<file path="config.mk">
export PLATFORM = sky130hd
export DESIGN_NAME = writeback_stage
export DESIGN_NICKNAME = d
export VERILOG_FILES = /design/src/rtl/wb_pkg.sv /design/src/rtl/wb_result_mux.sv /design/src/rtl/writeback_stage.sv
export SDC_FILE = /design/constraint.sdc
export NUM_CORES = 1
export LEC_CHECK = 0
export CAP_MARGIN = 0
export CORE_UTILIZATION = 37
export DETAILED_ROUTE_END_ITERATION = 10
export PLACE_DENSITY_LB_ADDON = 0.15
export SLEW_MARGIN = 20
export SYNTH_ARGS = -nofsm -noshare
export SYNTH_HDL_FRONTEND = slang
export SYNTH_SLANG_ARGS = --single-unit
</file>
<file path="constraint.sdc">
create_clock -name clk -period 2.1 [get_ports clk]
set_clock_uncertainty 0.2 [all_clocks]
set_input_delay 0.315 -clock clk [delete_from_list [all_inputs] [get_ports clk]]
set_output_delay 0.315 -clock clk [all_outputs]
set_load 0.03 [all_outputs]
</file>
<file path="src/rtl/wb_pkg.sv">
// Shared encodings for the write-back stage: result-source selects and FSM states.
package wb_pkg;

    typedef enum logic [1:0] {
        SRC_ALU    = 2'd0,
        SRC_MEM    = 2'd1,
        SRC_INPORT = 2'd2,
        SRC_IMM    = 2'd3
    } resultSrc_t;

    typedef enum logic [1:0] {
        IDLE    = 2'd0,
        PRIMARY = 2'd1,
        SECOND  = 2'd2
    } wbState_t;

endpackage

</file>
<file path="src/rtl/wb_result_mux.sv">
// Combinational 4:1 selector choosing the retiring instruction's result source.
module wb_result_mux
    import wb_pkg::*;
#(
    parameter int DATA_WIDTH = 16
) (
    input  logic [1:0]            sel,
    input  logic [DATA_WIDTH-1:0] aluData,
    input  logic [DATA_WIDTH-1:0] memData,
    input  logic [DATA_WIDTH-1:0] inPortData,
    input  logic [DATA_WIDTH-1:0] immData,
    output logic [DATA_WIDTH-1:0] result
);

    // Source selection by resultSel encoding
    always_comb begin
        result = aluData;
        case (sel)
            SRC_ALU:    result = aluData;
            SRC_MEM:    result = memData;
            SRC_INPORT: result = inPortData;
            SRC_IMM:    result = immData;
            default:    result = aluData;
        endcase
    end

endmodule

</file>
<file path="src/rtl/writeback_stage.sv">
// Write-back stage: registered primary/second register writes, private-register path,
// forwarding mirror of the register-file port, and a retired-instruction counter.
module writeback_stage
    import wb_pkg::*;
#(
    parameter int DATA_WIDTH     = 16,
    parameter int REG_ADDR_WIDTH = 4,
    parameter int COUNT_WIDTH    = 16
) (
    input  logic                      clk,
    input  logic                      rst,
    input  logic                      inValid,
    output logic                      inReady,
    input  logic                      regWrite,
    input  logic [1:0]                resultSel,
    input  logic                      dstOrPrivate,
    input  logic [REG_ADDR_WIDTH-1:0] dstAddress,
    input  logic [DATA_WIDTH-1:0]     aluData,
    input  logic [DATA_WIDTH-1:0]     memData,
    input  logic [DATA_WIDTH-1:0]     inPortData,
    input  logic [DATA_WIDTH-1:0]     immData,
    input  logic                      dualWrite,
    input  logic [REG_ADDR_WIDTH-1:0] secondAddress,
    input  logic [DATA_WIDTH-1:0]     secondData,
    output logic                      rfWriteEn,
    output logic [REG_ADDR_WIDTH-1:0] rfWriteAddr,
    output logic [DATA_WIDTH-1:0]     rfWriteData,
    output logic                      privateWriteEn,
    output logic [DATA_WIDTH-1:0]     privateWriteData,
    output logic                      fwdValid,
    output logic [REG_ADDR_WIDTH-1:0] fwdAddr,
    output logic [DATA_WIDTH-1:0]     fwdData,
    output logic [COUNT_WIDTH-1:0]    retiredCount
);

    wbState_t                  stateR;
    wbState_t                  nextStateS;
    logic                      acceptS;
    logic                      issueSecondS;
    logic [DATA_WIDTH-1:0]     muxResultS;
    logic [REG_ADDR_WIDTH-1:0] secondAddrR;
    logic [DATA_WIDTH-1:0]     secondDataR;

    wb_result_mux #(.DATA_WIDTH(DATA_WIDTH)) uMux (
        .sel        (resultSel),
        .aluData    (aluData),
        .memData    (memData),
        .inPortData (inPortData),
        .immData    (immData),
        .result     (muxResultS)
    );

    // FSM state register
    always_ff @(posedge clk) begin
        if (rst) begin
            stateR <= IDLE;
        end else begin
            stateR <= nextStateS;
        end
    end

    // FSM next-state logic; dual writes only count when the instruction writes at all
    always_comb begin
        nextStateS = stateR;
        if (acceptS) begin
            nextStateS = (regWrite && dualWrite) ? SECOND : PRIMARY;
        end else if (stateR == SECOND) begin
            nextStateS = PRIMARY;
        end else begin
            nextStateS = IDLE;
        end
    end

    // FSM outputs: handshake and second-write issue; inReady never depends on inValid
    always_comb begin
        inReady      = !rst && (stateR != SECOND);
        acceptS      = inValid && inReady;
        issueSecondS = (stateR == SECOND);
    end

    // Hold the second destination of a dual write until its issue cycle
    always_ff @(posedge clk) begin
        if (rst) begin
            secondAddrR <= {REG_ADDR_WIDTH{1'b0}};
            secondDataR <= {DATA_WIDTH{1'b0}};
        end else if (acceptS && regWrite && dualWrite) begin
            secondAddrR <= secondAddress;
            secondDataR <= secondData;
        end
    end

    // Registered write ports; data outputs hold when their strobe is not raised
    always_ff @(posedge clk) begin
        if (rst) begin
            rfWriteEn        <= 1'b0;
            rfWriteAddr      <= {REG_ADDR_WIDTH{1'b0}};
            rfWriteData      <= {DATA_WIDTH{1'b0}};
            privateWriteEn   <= 1'b0;
            privateWriteData <= {DATA_WIDTH{1'b0}};
        end else if (acceptS) begin
            rfWriteEn      <= regWrite && !dstOrPrivate;
            privateWriteEn <= regWrite && dstOrPrivate;
            if (regWrite && !dstOrPrivate) begin
                rfWriteAddr <= dstAddress;
                rfWriteData <= muxResultS;
            end
            if (regWrite && dstOrPrivate) begin
                privateWriteData <= muxResultS;
            end
        end else if (issueSecondS) begin
            rfWriteEn      <= 1'b1;
            rfWriteAddr    <= secondAddrR;
            rfWriteData    <= secondDataR;
            privateWriteEn <= 1'b0;
        end else begin
            rfWriteEn      <= 1'b0;
            privateWriteEn <= 1'b0;
        end
    end

    // Retired-instruction counter, one per capture, wrapping naturally
    always_ff @(posedge clk) begin
        if (rst) begin
            retiredCount <= {COUNT_WIDTH{1'b0}};
        end else if (acceptS) begin
            retiredCount <= retiredCount + COUNT_WIDTH'(1);
        end
    end

    assign fwdValid = rfWriteEn;
    assign fwdAddr  = rfWriteAddr;
    assign fwdData  = rfWriteData;

endmodule

</file>
==> results.json <==
{
  "outcome": "finished, final reports clean",
  "min_from": "rst",
  "viasPerCell": 5.07,
  "area_fraction_in_compound_gates_after_synthesis_pct": 12.8,
  "timing.final.setup_violations": 0,
  "cts_hold_repair.buffers": 0,
  "post_synth_xor_area_fraction_pct": 1.73,
  "startpoint_type": "flop",
  "register_bit_count_reported_by_yosys": 76,
  "post_synth_and_or_nand_nor_area_fraction_pct": 22.6,
  "pre_cts_ws_ns": -0.136,
  "drt-wirelength-per-cell_um": 15.5,
  "numCtsBuffers": 9,
  "synth_top_family_by_area": "simple AND/OR/NAND/NOR gates",
  "post_synth_num_cell_types": 33,
  "drt_pass1_iterations": 4,
  "leading_cell_types_in_the_layout_fill_and_taps_excluded": "sky130_fd_sc_hd__clkdlybuf4s50_1, sky130_fd_sc_hd__nand2_1, sky130_fd_sc_hd__dfxtp_1, sky130_fd_sc_hd__a21oi_1, sky130_fd_sc_hd__nor2_1",
  "max_cap_violations": 0,
  "cellPowerDensity_mw_per_mm2": 581,
  "cp_top_family": "buffers and inverters",
  "worst_slew_margin_rel_pct": 72.7,
  "grt_pass1_wl_um": 17200,
  "die_height_um": 100,
  "worst_path_max_delay_cell": "sky130_fd_sc_hd__clkdlybuf4s50_1",
  "cts_tree": "yes",
  "post-synth-top-area-cell": "sky130_fd_sc_hd__dfxtp_1",
  "leakage_nw": 1.85,
  "synthCells": 415,
  "io_pins": 172,
  "final_period_minus_worst_setup_slack_ns": 2.03,
  "synth-adder-area-share_pct": 0.352,
  "clockRootBuffer": "sky130_fd_sc_hd__clkbuf_8",
  "worst-setup-path-type": "reg -> out",
  "route.antenna.remaining_nets": 0,
  "mappedNetlistNets": 512,
  "route.detailed.drc": 0,
  "wirelength_um": 10800,
  "globalplace.congestion": 0.799,
  "grt_usage_pct": 22.1,
  "most_frequent_standard_cell_in_the_layout_excluding_fill_and_tap_cells": "sky130_fd_sc_hd__clkdlybuf4s50_1",
  "drt-initial-drc-count": 95,
  "clock_sink_count": 76,
  "place_hpwl_um": 8120,
  "max_freq_ghz": 0.494,
  "syn_avg_cell_area_um2": 8.56,
  "clk_path_buf_depth": 2,
  "final-instance-count-excl-fill": 699,
  "worst_slew_pin_slew_ns": 0.410,
  "post_synth_mux_area_share_pct": 10.5,
  "path_buf_inv": 1,
  "final_min_period_over_clock_period_pct": 96.5,
  "syn-cell-area_mm2": 0.00355,
  "ys_warn_count": 0,
  "finalHoldViolations": 0,
  "grt_antenna_before_repair": 0,
  "setup_total_negative_slack_ns": 0,
  "r2r_start": "retiredCount[0]",
  "layout-drive-gt1-share_pct": 11.6,
  "fin_worst_hold_slack_ns": 0.0621,
  "n_antenna_cell": 0,
  "hold_path_class": "in -> reg",
  "crit_path_max_fanout": 7,
  "critical_path_cell_sequence": "clkdlybuf4s50_1",
  "biggest_cell_delay_along_the_critical_path_ns": 0.72,
  "cts_max_level": 3,
  "placeableCoreArea_mm2": 0.00928,
  "placementRows": 35,
  "globalRoute.totalOverflow": 0,
  "setup.worst_path.start": "retiredCount[11]",
  "layout_setup_ws_ns": 0.0743,
  "required_ns": 1.58,
  "die-area_mm2": 0.0100,
  "nets_final": 662,
  "grt_setup_unrepaired": "no",
  "insertion_delay_ns": 0.35,
  "synth.area.top_cells": "sky130_fd_sc_hd__dfxtp_1, sky130_fd_sc_hd__nand2_1, sky130_fd_sc_hd__mux4_2, sky130_fd_sc_hd__a21oi_1, sky130_fd_sc_hd__a311oi_1",
  "yosysSeqAreaShare_pct": 42.8,
  "chipWidth_um": 100,
  "worst_ep_arrival_time_ns": 1.51,
  "grt_pass1_vias": 3416,
  "peakVddDrop_mv": 0.259,
  "synth.top_cell.area_share_pct": 42.8,
  "area.growth.synth_to_final_pct": 56.4,
  "grt_max_degree": 42,
  "maxSlewViolCount": 0,
  "initial_utilization_pct": 38.3,
  "cts.clk_slew.worst_paths_ns": 0.08,
  "endpoint_kind": "output pin",
  "io_buffer_count": 171,
  "dr_total_vias": 3544,
  "post-place-cells": 683
}
-- final cells by class --
cell class	instances	area, um^2
multi-input combinational	280	1720
inverter	3	11.3
tap	129	161
sequential	76	1520
fill	870	3730
timing repair buffer	195	1960
clock inverter	7	57.6
clock buffer	9	124
-- logic make-up (layout without fill, tap and decap cells) --
kind of cell             after synthesis  in the layout
AND/OR/NAND/NOR                      181            181
adder cells (fa/ha/maj)                1              1
flip-flops                            76             76
buffers and inverters                 59            214
AO/OA/AOI/OAI                         74             74
multiplexers                          17             17
XOR/XNOR                               7              7
-- per-layer routing --
metal	global-route usage, %	up-vias	routed length [um]
met5	0	-	0
met4	8.70	0	242
met3	5.43	18	920
met2	34.7	139	4960
met1	29.4	1664	4680
li1	-	1723	-
-- power breakdown --
group          internal [mW]  leakage, nW  switching [mW]
Clock                  0.443       0.0829           0.587
Combinational          0.366         1.15           0.319
Sequential              1.48        0.617          0.0309
-- state kept, by name, summed over array words and instances (netlist names) --
signal            cells
secondAddrR           4
retiredCount         16
secondDataR          16
fwdValid              1
privateWriteData     16
fwdAddr               4
privateWriteEn        1
fwdData              16
stateR                2
-- synth_stat cells --
| master | instances |
|---|---|
| sky130_fd_sc_hd__nor4_1 | 2 |
| sky130_fd_sc_hd__mux2_2 | 1 |
| sky130_fd_sc_hd__nor2b_4 | 1 |
| sky130_fd_sc_hd__buf_1 | 3 |
| sky130_fd_sc_hd__o31ai_1 | 4 |
| sky130_fd_sc_hd__a21oi_1 | 45 |
| sky130_fd_sc_hd__a311oi_1 | 20 |
| sky130_fd_sc_hd__and4_1 | 1 |
| sky130_fd_sc_hd__o21ai_1 | 1 |
| sky130_fd_sc_hd__or3_2 | 1 |
| sky130_fd_sc_hd__nand2b_1 | 2 |
| sky130_fd_sc_hd__xor2_1 | 3 |
| sky130_fd_sc_hd__ha_1 | 1 |
| sky130_fd_sc_hd__clkbuf_1 | 22 |
| sky130_fd_sc_hd__nor4b_1 | 1 |
| sky130_fd_sc_hd__buf_2 | 7 |
| sky130_fd_sc_hd__nand2_1 | 99 |
| sky130_fd_sc_hd__o21ai_0 | 4 |
| sky130_fd_sc_hd__and3_1 | 1 |
| sky130_fd_sc_hd__inv_1 | 2 |
| sky130_fd_sc_hd__nor2_1 | 29 |
| sky130_fd_sc_hd__nand4_1 | 5 |
| sky130_fd_sc_hd__or3_1 | 6 |
| sky130_fd_sc_hd__dfxtp_1 | 76 |
| sky130_fd_sc_hd__xnor2_1 | 4 |
| sky130_fd_sc_hd__nand3_1 | 25 |
| sky130_fd_sc_hd__or2b_2 | 1 |
| sky130_fd_sc_hd__or4_1 | 4 |
| sky130_fd_sc_hd__mux4_2 | 16 |
| sky130_fd_sc_hd__nor2b_1 | 3 |
| sky130_fd_sc_hd__buf_4 | 22 |
| sky130_fd_sc_hd__inv_2 | 1 |
| sky130_fd_sc_hd__buf_6 | 2 |
-- per-stage QoR --
| step | utilization, % | total power [mW] | cell area (um^2) |
|---|---|---|---|
| finish | 59.8 | 3.23 | 5560 |
| global route | 59.8 | 3.37 | 5560 |
| CTS | 59.8 | 3.26 | 5560 |
| detailed placement | 57.9 | 2.24 | 5380 |
| global placement | 57.9 | 2.23 | 5380 |
| floorplan | - | 1.89 | 3550 |
-- final timing paths --
| path | depth (start not counted) | slack [ns] | end |
|---|---|---|---|
| setup / recovery | 1 | 0.07 | retiredCount[11] |
| hold / removal | 2 | 0.06 | stateR[0] |
| setup reg to reg | 5 | 0.14 | retiredCount[14] |
| hold reg to reg | 2 | 0.26 | secondDataR[7] |
-- what timing repair did --
item	in CTS	in global routing
setup buffers	0	0
setup endpoints to repair	1	0
resized for setup	1	0
No activity file was read; power rests on OpenSTA's default activity.
